## config.mk

```make
export PLATFORM = sky130hd
export DESIGN_NAME = colordetc_seq_flat
export DESIGN_NICKNAME = d
export VERILOG_FILES = /design/src/rtl/colordetc_seq_if.sv /design/src/rtl/colordetc_seq.sv /design/src/flat_wrapper.sv
export SDC_FILE = /design/constraint.sdc
export NUM_CORES = 1
export LEC_CHECK = 0
export BUFFER_PORTS_ARGS = -buffer_cell sky130_fd_sc_hd__buf_2
export CORE_UTILIZATION = 41
export CTS_CLUSTER_DIAMETER = 40
export CTS_CLUSTER_SIZE = 14
export DETAILED_ROUTE_END_ITERATION = 10
export SYNTH_ARGS = -nofsm -noshare
export SYNTH_HDL_FRONTEND = slang
export SYNTH_SLANG_ARGS = --single-unit
```

## constraint.sdc

```tcl
create_clock -name clk -period 2.21 [get_ports clk]
set_input_delay 0 -clock clk [delete_from_list [all_inputs] [get_ports clk]]
set_output_delay 0 -clock clk [all_outputs]
set_load 0.01 [all_outputs]
```

## src/rtl/colordetc_seq_if.sv

```systemverilog
`default_nettype none
// ============================================================================
// Module      : colordetc_seq_if
// Description : Key/frame-sync inputs and color-select outputs of the
//               color-detector sequencer, grouped as one bundle.
// Revision    : 1.0 - initial release
// ============================================================================
interface colordetc_seq_if;
  logic [3:0] key_n;    // raw active-low buttons: [3]=red [2]=green [1]=blue [0]=pass
  logic       vsync;    // frame sync, active-high level
  logic       auto_en;  // auto-cycle enable
  logic [3:0] clr_sel;  // one-hot, one-cycle select pulse
  logic [1:0] mode;     // applied mode code
  logic       pending;  // manual request waiting for a frame boundary

  // Stimulus side
  modport master (
    output key_n, vsync, auto_en,
    input  clr_sel, mode, pending
  );

  // Sequencer side
  modport slave (
    input  key_n, vsync, auto_en,
    output clr_sel, mode, pending
  );
endinterface
`default_nettype wire

```

## src/rtl/colordetc_seq.sv

```systemverilog
`default_nettype none
// ============================================================================
// Module      : colordetc_seq
// Description : Debounces four color keys and issues one-hot select pulses
//               to a color detector, aligned to frame boundaries, with an
//               optional auto-cycle mode (red -> green -> blue -> red).
// Revision    : 1.0 - initial release
// ============================================================================
module colordetc_seq #(
  parameter int DEBOUNCE_CYC = 16,
  parameter int AUTO_FRAMES  = 60
) (
  input  wire logic       clk,
  input  wire logic       rst,
  colordetc_seq_if.slave  bus
);

  localparam logic [15:0] c_DEB_LAST    = 16'(DEBOUNCE_CYC - 1);
  localparam logic [7:0]  c_AUTO_FRAMES = 8'(AUTO_FRAMES);

  localparam logic [1:0] c_ST_IDLE  = 2'd0;
  localparam logic [1:0] c_ST_ARMED = 2'd1;
  localparam logic [1:0] c_ST_ISSUE = 2'd2;

  localparam logic [1:0] c_CODE_RED   = 2'b01;
  localparam logic [1:0] c_CODE_GREEN = 2'b00;
  localparam logic [1:0] c_CODE_BLUE  = 2'b10;
  localparam logic [1:0] c_CODE_PASS  = 2'b11;

  logic [3:0]       sync1_q, sync2_q;
  logic [3:0]       deb_q, deb_d;
  logic [3:0][15:0] cnt_q, cnt_d;
  logic             vsync_q;
  logic [1:0]       state_q, state_d;
  logic [1:0]       req_q, req_d;
  logic [1:0]       mode_q, mode_d;
  logic [7:0]       frame_q, frame_d;

  logic [3:0] w_press;
  logic       w_press_any;
  logic [1:0] w_press_code;
  logic       w_boundary;
  logic [7:0] w_frame_inc;
  logic [1:0] w_next_code;
  logic [3:0] w_clr_sel;
  logic       w_pending;

  // Two-flop synchronizer for the asynchronous key inputs
  always_ff @(posedge clk) begin
    if (rst) begin
      sync1_q <= 4'hF;
      sync2_q <= 4'hF;
    end else begin
      sync1_q <= bus.key_n;
      sync2_q <= sync1_q;
    end
  end

  // Debounce: accept a new level after DEBOUNCE_CYC consecutive differing cycles;
  // a press is the accepted 1->0 change, so the event fires as the level flips
  always_comb begin
    deb_d   = deb_q;
    cnt_d   = '0;
    w_press = '0;
    for (int i = 0; i < 4; i++) begin
      if (sync2_q[i] != deb_q[i]) begin
        if (cnt_q[i] == c_DEB_LAST) begin
          deb_d[i]   = sync2_q[i];
          w_press[i] = deb_q[i];
        end else begin
          cnt_d[i] = cnt_q[i] + 16'd1;
        end
      end
    end
  end

  // Debounce and frame-sync history registers
  always_ff @(posedge clk) begin
    if (rst) begin
      deb_q   <= 4'hF;
      cnt_q   <= '0;
      vsync_q <= 1'b0;
    end else begin
      deb_q   <= deb_d;
      cnt_q   <= cnt_d;
      vsync_q <= bus.vsync;
    end
  end

  // Priority encode simultaneous presses, find the boundary and the auto-cycle successor
  always_comb begin
    w_press_any  = |w_press;
    w_press_code = c_CODE_PASS;
    if (w_press[3])      w_press_code = c_CODE_RED;
    else if (w_press[2]) w_press_code = c_CODE_GREEN;
    else if (w_press[1]) w_press_code = c_CODE_BLUE;
    w_boundary  = bus.vsync & ~vsync_q;
    w_frame_inc = frame_q + 8'd1;
    case (mode_q)
      c_CODE_RED:   w_next_code = c_CODE_GREEN;
      c_CODE_GREEN: w_next_code = c_CODE_BLUE;
      default:      w_next_code = c_CODE_RED;
    endcase
  end

  // FSM state register; mode is loaded on entry to ISSUE so it changes with the pulse
  always_ff @(posedge clk) begin
    if (rst) begin
      state_q <= c_ST_IDLE;
      req_q   <= c_CODE_PASS;
      mode_q  <= c_CODE_PASS;
      frame_q <= 8'd0;
    end else begin
      state_q <= state_d;
      req_q   <= req_d;
      mode_q  <= mode_d;
      frame_q <= frame_d;
    end
  end

  // FSM next-state: manual requests wait for a boundary, auto advance only from IDLE
  always_comb begin
    state_d = state_q;
    req_d   = req_q;
    mode_d  = mode_q;
    frame_d = frame_q;
    case (state_q)
      c_ST_IDLE: begin
        if (w_press_any) begin
          state_d = c_ST_ARMED;
          req_d   = w_press_code;
        end else if (bus.auto_en && w_boundary) begin
          if (w_frame_inc == c_AUTO_FRAMES) begin
            state_d = c_ST_ISSUE;
            mode_d  = w_next_code;
            frame_d = 8'd0;
          end else begin
            frame_d = w_frame_inc;
          end
        end
      end
      c_ST_ARMED: begin
        // A press coinciding with the boundary is dropped in favour of the held request
        if (w_boundary) begin
          state_d = c_ST_ISSUE;
          mode_d  = req_q;
        end else if (w_press_any) begin
          req_d = w_press_code;
        end
      end
      c_ST_ISSUE: begin
        frame_d = 8'd0;
        if (w_press_any) begin
          state_d = c_ST_ARMED;
          req_d   = w_press_code;
        end else begin
          state_d = c_ST_IDLE;
        end
      end
      default: state_d = c_ST_IDLE;
    endcase
    if (!bus.auto_en) frame_d = 8'd0;
  end

  // FSM outputs: one-hot select only during ISSUE, pending only in ARMED
  always_comb begin
    w_clr_sel = 4'b0000;
    if (state_q == c_ST_ISSUE) begin
      case (mode_q)
        c_CODE_RED:   w_clr_sel = 4'b1000;
        c_CODE_GREEN: w_clr_sel = 4'b0100;
        c_CODE_BLUE:  w_clr_sel = 4'b0010;
        default:      w_clr_sel = 4'b0001;
      endcase
    end
    w_pending = (state_q == c_ST_ARMED);
  end

  assign bus.clr_sel = w_clr_sel;
  assign bus.mode    = mode_q;
  assign bus.pending = w_pending;

endmodule
`default_nettype wire

```

## src/flat_wrapper.sv

```systemverilog
// flat-port wrapper written by rule: the top's interface ports become plain ports
module colordetc_seq_flat 
#(
  parameter int DEBOUNCE_CYC = 16,
  parameter int AUTO_FRAMES  = 60
)
  (clk, rst, bus_key_n, bus_vsync, bus_auto_en, bus_clr_sel, bus_mode, bus_pending);
  colordetc_seq_if bus_i ();
  input  wire logic clk;
  input  wire logic rst;
  input wire logic [$bits(bus_i.key_n)-1:0] bus_key_n;
  input wire logic [$bits(bus_i.vsync)-1:0] bus_vsync;
  input wire logic [$bits(bus_i.auto_en)-1:0] bus_auto_en;
  output wire logic [$bits(bus_i.clr_sel)-1:0] bus_clr_sel;
  output wire logic [$bits(bus_i.mode)-1:0] bus_mode;
  output wire logic [$bits(bus_i.pending)-1:0] bus_pending;
  assign bus_i.key_n = bus_key_n;
  assign bus_i.vsync = bus_vsync;
  assign bus_i.auto_en = bus_auto_en;
  assign bus_clr_sel = bus_i.clr_sel;
  assign bus_mode = bus_i.mode;
  assign bus_pending = bus_i.pending;
  colordetc_seq #(.DEBOUNCE_CYC(DEBOUNCE_CYC), .AUTO_FRAMES(AUTO_FRAMES)) u_core (.clk(clk), .rst(rst), .bus(bus_i));
endmodule
```

==> results of run 1 <==
==> placed cells by master, fill, tap and decap left out, drive strengths merged, types with 7 or more instances in the layout <==
master and instances:
dfxtp 91, nor2 67, nand2 43, buf 33, xnor2 31, nand3 23
xor2 21, and3 18, a21oi 16, o21ai 15, or3 13, nor4 12
nor3 12, nor2b 11, nand4 10, or2 10, clkbuf 10, inv 10
and4 9, mux2i 7
==> how the worst max path moves through the flow <==
stage	cells after the start	to	from	slack, ns
global route	8	u_core.bus.mode[1]$_SDFFE_PP1P_	u_core.cnt_q[16]$_SDFF_PP0_	-0.03
global placement	8	u_core.frame_q[5]$_SDFFE_PP0P_	u_core.cnt_q[48]$_SDFF_PP0_	-0.02
floorplan	7	u_core.frame_q[5]$_SDFFE_PP0P_	u_core.cnt_q[48]$_SDFF_PP0_	0.05
detailed placement	8	u_core.frame_q[5]$_SDFFE_PP0P_	u_core.cnt_q[0]$_SDFF_PP0_	-0.09
CTS	8	u_core.frame_q[5]$_SDFFE_PP0P_	u_core.cnt_q[16]$_SDFF_PP0_	0.006
finish	9	u_core.frame_q[2]$_SDFFE_PP0P_	u_core.cnt_q[48]$_SDFF_PP0_	0.09
==> kinds of logic (layout without fill, tap and decap cells) <==
family	count (synthesis)	after routing	share of synthesized area (%)
buffers and inverters	25	64	2.386
AO/OA/AOI/OAI	53	53	8.260
XOR/XNOR	52	52	11.13
flip-flops	91	91	44.54
AND/OR/NAND/NOR	241	241	30.13
multiplexers	7	7	1.713
adder cells (fa/ha/maj)	6	6	1.835
==> repair_timing <==
item | CTS | global route
gates resized for setup | 5 | 18
hold endpoints to repair | 5 | 0
hold buffers | 5 | 0
buffers inserted | 1 | 4
setup endpoints to repair | 6 | 13
pin swaps | 2 | 6
==> where the power goes <==
| part | internal [mW] | total (mW) | switching, mW |
|---|---|---|---|
| clock | 0.449 | 1.05 | 0.600 |
| sequential | 1.65 | 1.65 | 0.00645 |
| combinational | 0.0320 | 0.0765 | 0.0446 |
==> final cells by class <==
| type | count | area [µm²] | area share [%] |
|---|---|---|---|
| multi-input combinational | 359 | 2265 | 47.67 |
| sequential | 91 | 1828 | 38.48 |
| timing repair buffer | 38 | 266.5 | 5.610 |
| tap | 133 | 166.4 | 3.503 |
| clock buffer | 10 | 137.6 | 2.897 |
| clock inverter | 6 | 50.05 | 1.053 |
| inverter | 10 | 37.54 | 0.7901 |
==> sequential cells by signal, summed over array words and instances (netlist names) <==
name,count
u_core.cnt_q,64
u_core.bus.mode,2
u_core.vsync_q,1
u_core.deb_q,4
u_core.frame_q,8
u_core.req_q,2
u_core.sync1_q,4
u_core.sync2_q,4
u_core.state_q,2
==> per-layer routing <==
layer | GRT usage [%] | part of all wire, % | up-vias
li1 | - | - | 1719
met1 | 21.36 | 50 | 1489
met5 | 0 | 0 | -
met4 | 4.945 | 1.3 | 0
met3 | 4.309 | 2.6 | 11
met2 | 26.82 | 46 | 32
==> through the flow <==
stage,total power [mW],worst slack (ns)
6_report,2.780,0.08774
5_1_grt,2.909,-0.03145
4_1_cts,2.819,0.006456
3_5_place_dp,1.757,-0.09177
3_3_place_gp,1.756,-0.02215
2_1_floorplan,1.733,0.05420
==> worst max-delay path, stage by stage, from the launching register on <==
cell	delay, ns
dfxtp_2	0.34
ha_4	0.16
and3_4	0.17
and4_4	0.18
a222oi_1	0.38
buf_4	0.22
nand3_4	0.10
buf_6	0.15
nor4b_4	0.23
o21a_1	0.13
==> metrics.csv, run 1 <==
metric;value;unit
Hold Crit Depth;2;
H-tree levels;3;
CTS clock-pin slew for the worst setup and hold paths;0.09;ns
leakage;1.646;nW
vias in the first global route;2989;
RSZ-0062 raised after global routing;yes;
Antenna Violating Nets Remaining;0;
Slew @ Worst Pin;0.5261;ns
Starting Density;42.04;%
ys async rst share;0;%
dpl hpwl;5471;µm
most common cell in the netlist;dfxtp_1;
Yosys warning total;0;
cts bufs inserted;9;
Critical R2R Capture;u_core.frame_q[2]$_SDFFE_PP0P_;
worst skew pair latency;0.37;ns
Finished Core Util;48.83;%
vias per cell;5.025;
Post-Syn Area;0.004090;mm²
Routed WL;7897;µm
Register-to-Register Path Depth;9;
global-route wire length before repair;13460;µm
max-cap viol count;0;
CTS tree;built;
Yosys reg bits;91;
placed cells;621;
Final Critical Period;2.122;ns
global placer's final weighted congestion;0.7706;
CP arrival;2.43;ns
critical path type;reg -> reg;
hold_sp;rst;
share of cells above drive strength 1;15.18;%
final setup fails;0;
pwr/cell area;585.1;mW/mm²
area after detailed placement;0.004372;mm²
DIE WIDTH;101.9;µm
wire per inst;12.21;µm
first-pass iteration count of the detailed router;4;
Finished Layout Cells;647;
CTS Root Buffer Type;clkbuf_8;
syn_nets;489;
clock sinks;91;
GR Util All Layers;16.43;%
hold_ws;0.06641;ns
initial drt markers;138;
area leader, netlist;dfxtp_1;
GR Overflow Total;0;
clk buf depth;2;
final net count;523;
reg2reg start;u_core.cnt_q[48]$_SDFF_PP0_;
Synth-to-Final Area Change;16.15;%
top cell type's share of synthesized area;44.54;%
Die ar.;0.01038;mm²
total number of vias;3251;
Core Footprint;0.009729;mm²
clock skew;0.01817;ns
Die Y;101.9;µm
status;complete, no violations;
worst hold path type;in -> reg;
WHS Endpoint;u_core.state_q[1]$_SDFFE_PP0P_;
ranking of synthesized cells by area;dfxtp_1 (45%), xnor2_1 (6.6%), nor2_1 (6.1%);
row count;36;
IO buf count;14;
Max VDD drop;0.2866;mV
Post-synth top flop;dfxtp_1;
Worst R2R Setup Slack;0.09;ns
Hold Vio Cnt, Final;0;
synth unique cells;47;
Slew Limit Fails;0;
crit end category;flip-flop;
largest net degree at the start of global routing;22;
synth cell count leaders;dfxtp_1 (91), nor2_1 (67), nand2_1 (43);
setup TNS;0;ns
Final Cell Area;0.004751;mm²
number of flops mapped to enable cells by yosys;0;
fin crit share;96.03;%
io pins;15;
Worst EP required;2.52;ns
Max Fclk;0.4712;GHz
Inserted Diodes;0;
# fillers;981;
worst-path fanout max;5;
drt drc;0;
antenna violations before repair;0;
Synth Area per Inst;8.611;µm²
max_slew headroom;64.55;%
Cells after Synth;475;
CP Launch Type;flip-flop;
Seq/Total Area, Yosys;44.54;%
Power figures use the tool's default switching activity.
==> run 2, diff against run 1 <==
--- a/config.mk
+++ b/config.mk
@@ -6,6 +6,7 @@
 export NUM_CORES = 1
 export LEC_CHECK = 0
 export BUFFER_PORTS_ARGS = -buffer_cell sky130_fd_sc_hd__buf_2
+export CORE_ASPECT_RATIO = 1.2
 export CORE_UTILIZATION = 41
 export CTS_CLUSTER_DIAMETER = 40
 export CTS_CLUSTER_SIZE = 14
==> run 2 against run 1 <==
Effect of this change:
- combinational power decreased by 3.0%
- hold slack improved by 0.0063 ns
- worst setup slack improved by 0.037 ns
- sequential share of layout area down 0.17 points
- non-clock buffer count did not move
- total power up 14%
- routed wire length grew 0.76%
- utilization increased by 0.67 points
- global-route usage is 0.49 points higher
- critical path type unchanged
- highest routed layer unchanged
==> metrics.csv, run 2 (synthesized netlist as in run 1, its figures left out) <==
metric;value;unit;change
largest net degree at the start of global routing;21;;-4.5%
global placer's final weighted congestion;0.8121;;+5.4%
vias per cell;5.143;;+2.4%
clock sinks;91;;unchanged
Antenna Violating Nets Remaining;0;;unchanged
biggest regs;u_core.cnt_q: 64 flops, u_core.frame_q: 8 flops;;
Max Fclk;0.4796;GHz;+1.8%
share of cells above drive strength 1;13.04;%;-2.1 points
max_slew headroom;65.19;%;+0.64 points
pre-CTS setup slack;-0.01610;ns;+0.07568 ns
CP top delay family;compound AO/OA/AOI/OAI gates;;
DIE WIDTH;93.18;µm;-8.5%
CP Cell Sequence;ha_1 -> and3_1 -> and4_4 -> a222oi_1 -> buf_4 -> nand2_1 -> buf_4 -> a32o_1 -> a31o_1;;
CP Launch Type;flip-flop;;
wire per inst;12.49;µm;+2.3%
H-tree levels;3;;unchanged
Int Pwr;2.479;mW;+16%
IO buf count;14;;unchanged
RSZ-0062 raised after global routing;no;;
WP buf/inv;2;;unchanged
final setup fails;0;;unchanged
register share of total power;52.4;%;-7.1 points
clock skew;0.009252;ns;-0.008920 ns
fin crit share;94.35;%;-1.7 points
clk buf depth;2;;unchanged
global-route wire length before repair;14010;µm;+4.1%
CP arrival;2.32;ns;-0.11 ns
CTS tree;built;;
pwr/cell area;664.5;mW/mm²;+14%
largest stage delay on the critical path;0.33;ns;-0.05 ns
commonest non-fill, non-tap cell in the layout;dfxtp_1;;
reg2reg start;u_core.cnt_q[16]$_SDFF_PP0_;;
CTS clock-pin slew for the worst setup and hold paths;0.07;ns;-0.02 ns
leakage;1.687;nW;+2.5%
max-cap viol count;0;;unchanged
Most Frequent Cell on Critical Path;buf_4;;
Slew Limit Fails;0;;unchanged
Critical R2R Capture;u_core.frame_q[6]$_SDFFE_PP0P_;;
Final Critical Period;2.085;ns;-0.03715 ns
critical path type;reg -> reg;;
Core Footprint;0.009613;mm²;-1.2%
initial drt markers;134;;-2.9%
crit path launch;u_core.cnt_q[16]$_SDFF_PP0_;;
final net count;523;;unchanged
CTS Root Buffer Type;clkbuf_16;;
worst hold path type;in -> reg;;
hold_ws;0.07268;ns;+0.006264 ns
Synth-to-Final Area Change;16.34;%;
area after detailed placement;0.004397;mm²;+0.57%
Hold Vio Cnt, Final;0;;unchanged
post-CTS setup buffers;0;;-1
Starting Density;42.55;%;+0.51 points
Slew @ Worst Pin;0.5222;ns;-0.003980 ns
worst skew pair latency;0.34;ns;-0.03 ns
Worst EP required;2.45;ns;-0.07 ns
Max VDD drop;0.4236;mV;+48%
P_sw;0.6828;mW;+4.8%
multi-input logic area;0.002201;mm²;-2.8%
Largest Register;u_core.cnt_q;;
crit end category;flip-flop;;
CP Depth;9;;unchanged
switching share of total power;21.59;%;-1.8 points
CP endpoint;u_core.frame_q[6]$_SDFFE_PP0P_;;
GR Util All Layers;16.92;%;+0.49 points
drt drc;0;;unchanged
worst-path fanout max;6;;+1
Worst Slack Setup Final;0.1249;ns;+0.03715 ns
Reg area;0.001823;mm²;-0.27%
Die ar.;0.01038;mm²;about the same
Die Y;111.4;µm;+9.4%
# fillers;919;;-6.3%
first-pass iteration count of the detailed router;4;;unchanged
Worst R2R Setup Slack;0.12;ns;+0.04 ns
Inserted Diodes;0;;unchanged
GR Overflow Total;0;;unchanged
io pins;15;;unchanged
Routed WL;7957;µm;+0.76%
Comb power frac;2.3;%;-0.5 points
Finished Core Util;49.50;%;+0.67 points
Crit-path slowest cell;dfxtp_2;;
most frequent cells in the layout;dfxtp_1 (90), nor2_1 (67), nand2_1 (43);;
row count;39;;+8.3%
Final Cell Area;0.004758;mm²;+0.16%
cts bufs inserted;9;;unchanged
Clock Power Share;45.3;%;+7.6 points
total number of vias;3276;;+0.77%
setup TNS;0;ns;unchanged
Register-to-Register Path Depth;9;;unchanged
dpl hpwl;5732;µm;+4.8%
status;complete, no violations;;
max FFs per register;64;;unchanged
vias in the first global route;3192;;+6.8%
antenna violations before repair;0;;unchanged
-- run 2: final cells by class --
class / count / area share (%)
well taps: 123 / 3.234
multi-input cells: 359 / 46.25
repair buffers: 38 / 5.522
clock buffers: 11 / 5.101
clock inverters: 5 / 0.7889
flip-flops and latches: 91 / 38.31
inverters: 10 / 0.7889
-- run 2: how the worst min path moves through the flow --
stage                                               to  cells after the start    startpoint  slack, ns
after global placement    u_core.sync1_q[0]$_SDFF_PP1_                      2  bus_key_n[0]       0.19
after floorplan           u_core.sync1_q[0]$_SDFF_PP1_                      1  bus_key_n[0]       0.10
after detailed placement  u_core.sync1_q[1]$_SDFF_PP1_                      2  bus_key_n[1]       0.19
after CTS                 u_core.deb_q[2]$_SDFFE_PP1P_                      4           rst       0.07
after global routing      u_core.deb_q[0]$_SDFFE_PP1P_                      4           rst        0.1
final                     u_core.deb_q[2]$_SDFFE_PP1P_                      4           rst       0.07
-- run 2: repair_timing --
| item | 4_1_cts | 5_1_grt |
|---|---|---|
| hold endpoints to repair | 5 | 0 |
| hold buffers | 5 | 0 |
| endpoints found under the setup margin | 2 | 8 |
| pin swaps | 0 | 2 |
| resized for setup | 1 | 7 |
-- run 2: power by group through the flow --
stage / clock [mW] / sequential, mW / combinational (mW)
global route: 1.56 / 1.66 / 0.0835
floorplan: 0 / 1.69 / 0.0402
CTS: 1.48 / 1.66 / 0.0749
global placement: 0 / 1.69 / 0.0666
finish: 1.43 / 1.66 / 0.0742
detailed placement: 0 / 1.69 / 0.0676
-- run 2: worst min-delay path, cell delays in order --
cell and delay (ns):
buf_2 0.12, clkinv_1 0.06, buf_4 0.14, nand2_1 0.05
-- run 2: metrics by stage --
step | std cells | total power, mW
final | 637 | 3.162
after global routing | 637 | 3.298
after CTS | 637 | 3.211
after global placement | 616 | 1.760
after detailed placement | 616 | 1.761
after floorplan | 475 | 1.733
-- run 2: layer usage --
layer / global-route usage (%) / vias up / routed length [µm] / part of all wire, %
li1: - / 1715 / - / -
met4: 7.692 / 0 / 160 / 2.0
met5: 0 / - / 0 / 0
met1: 19.66 / 1522 / 3718 / 47
met2: 29.22 / 27 / 3907 / 49
met3: 3.893 / 12 / 170 / 2.1
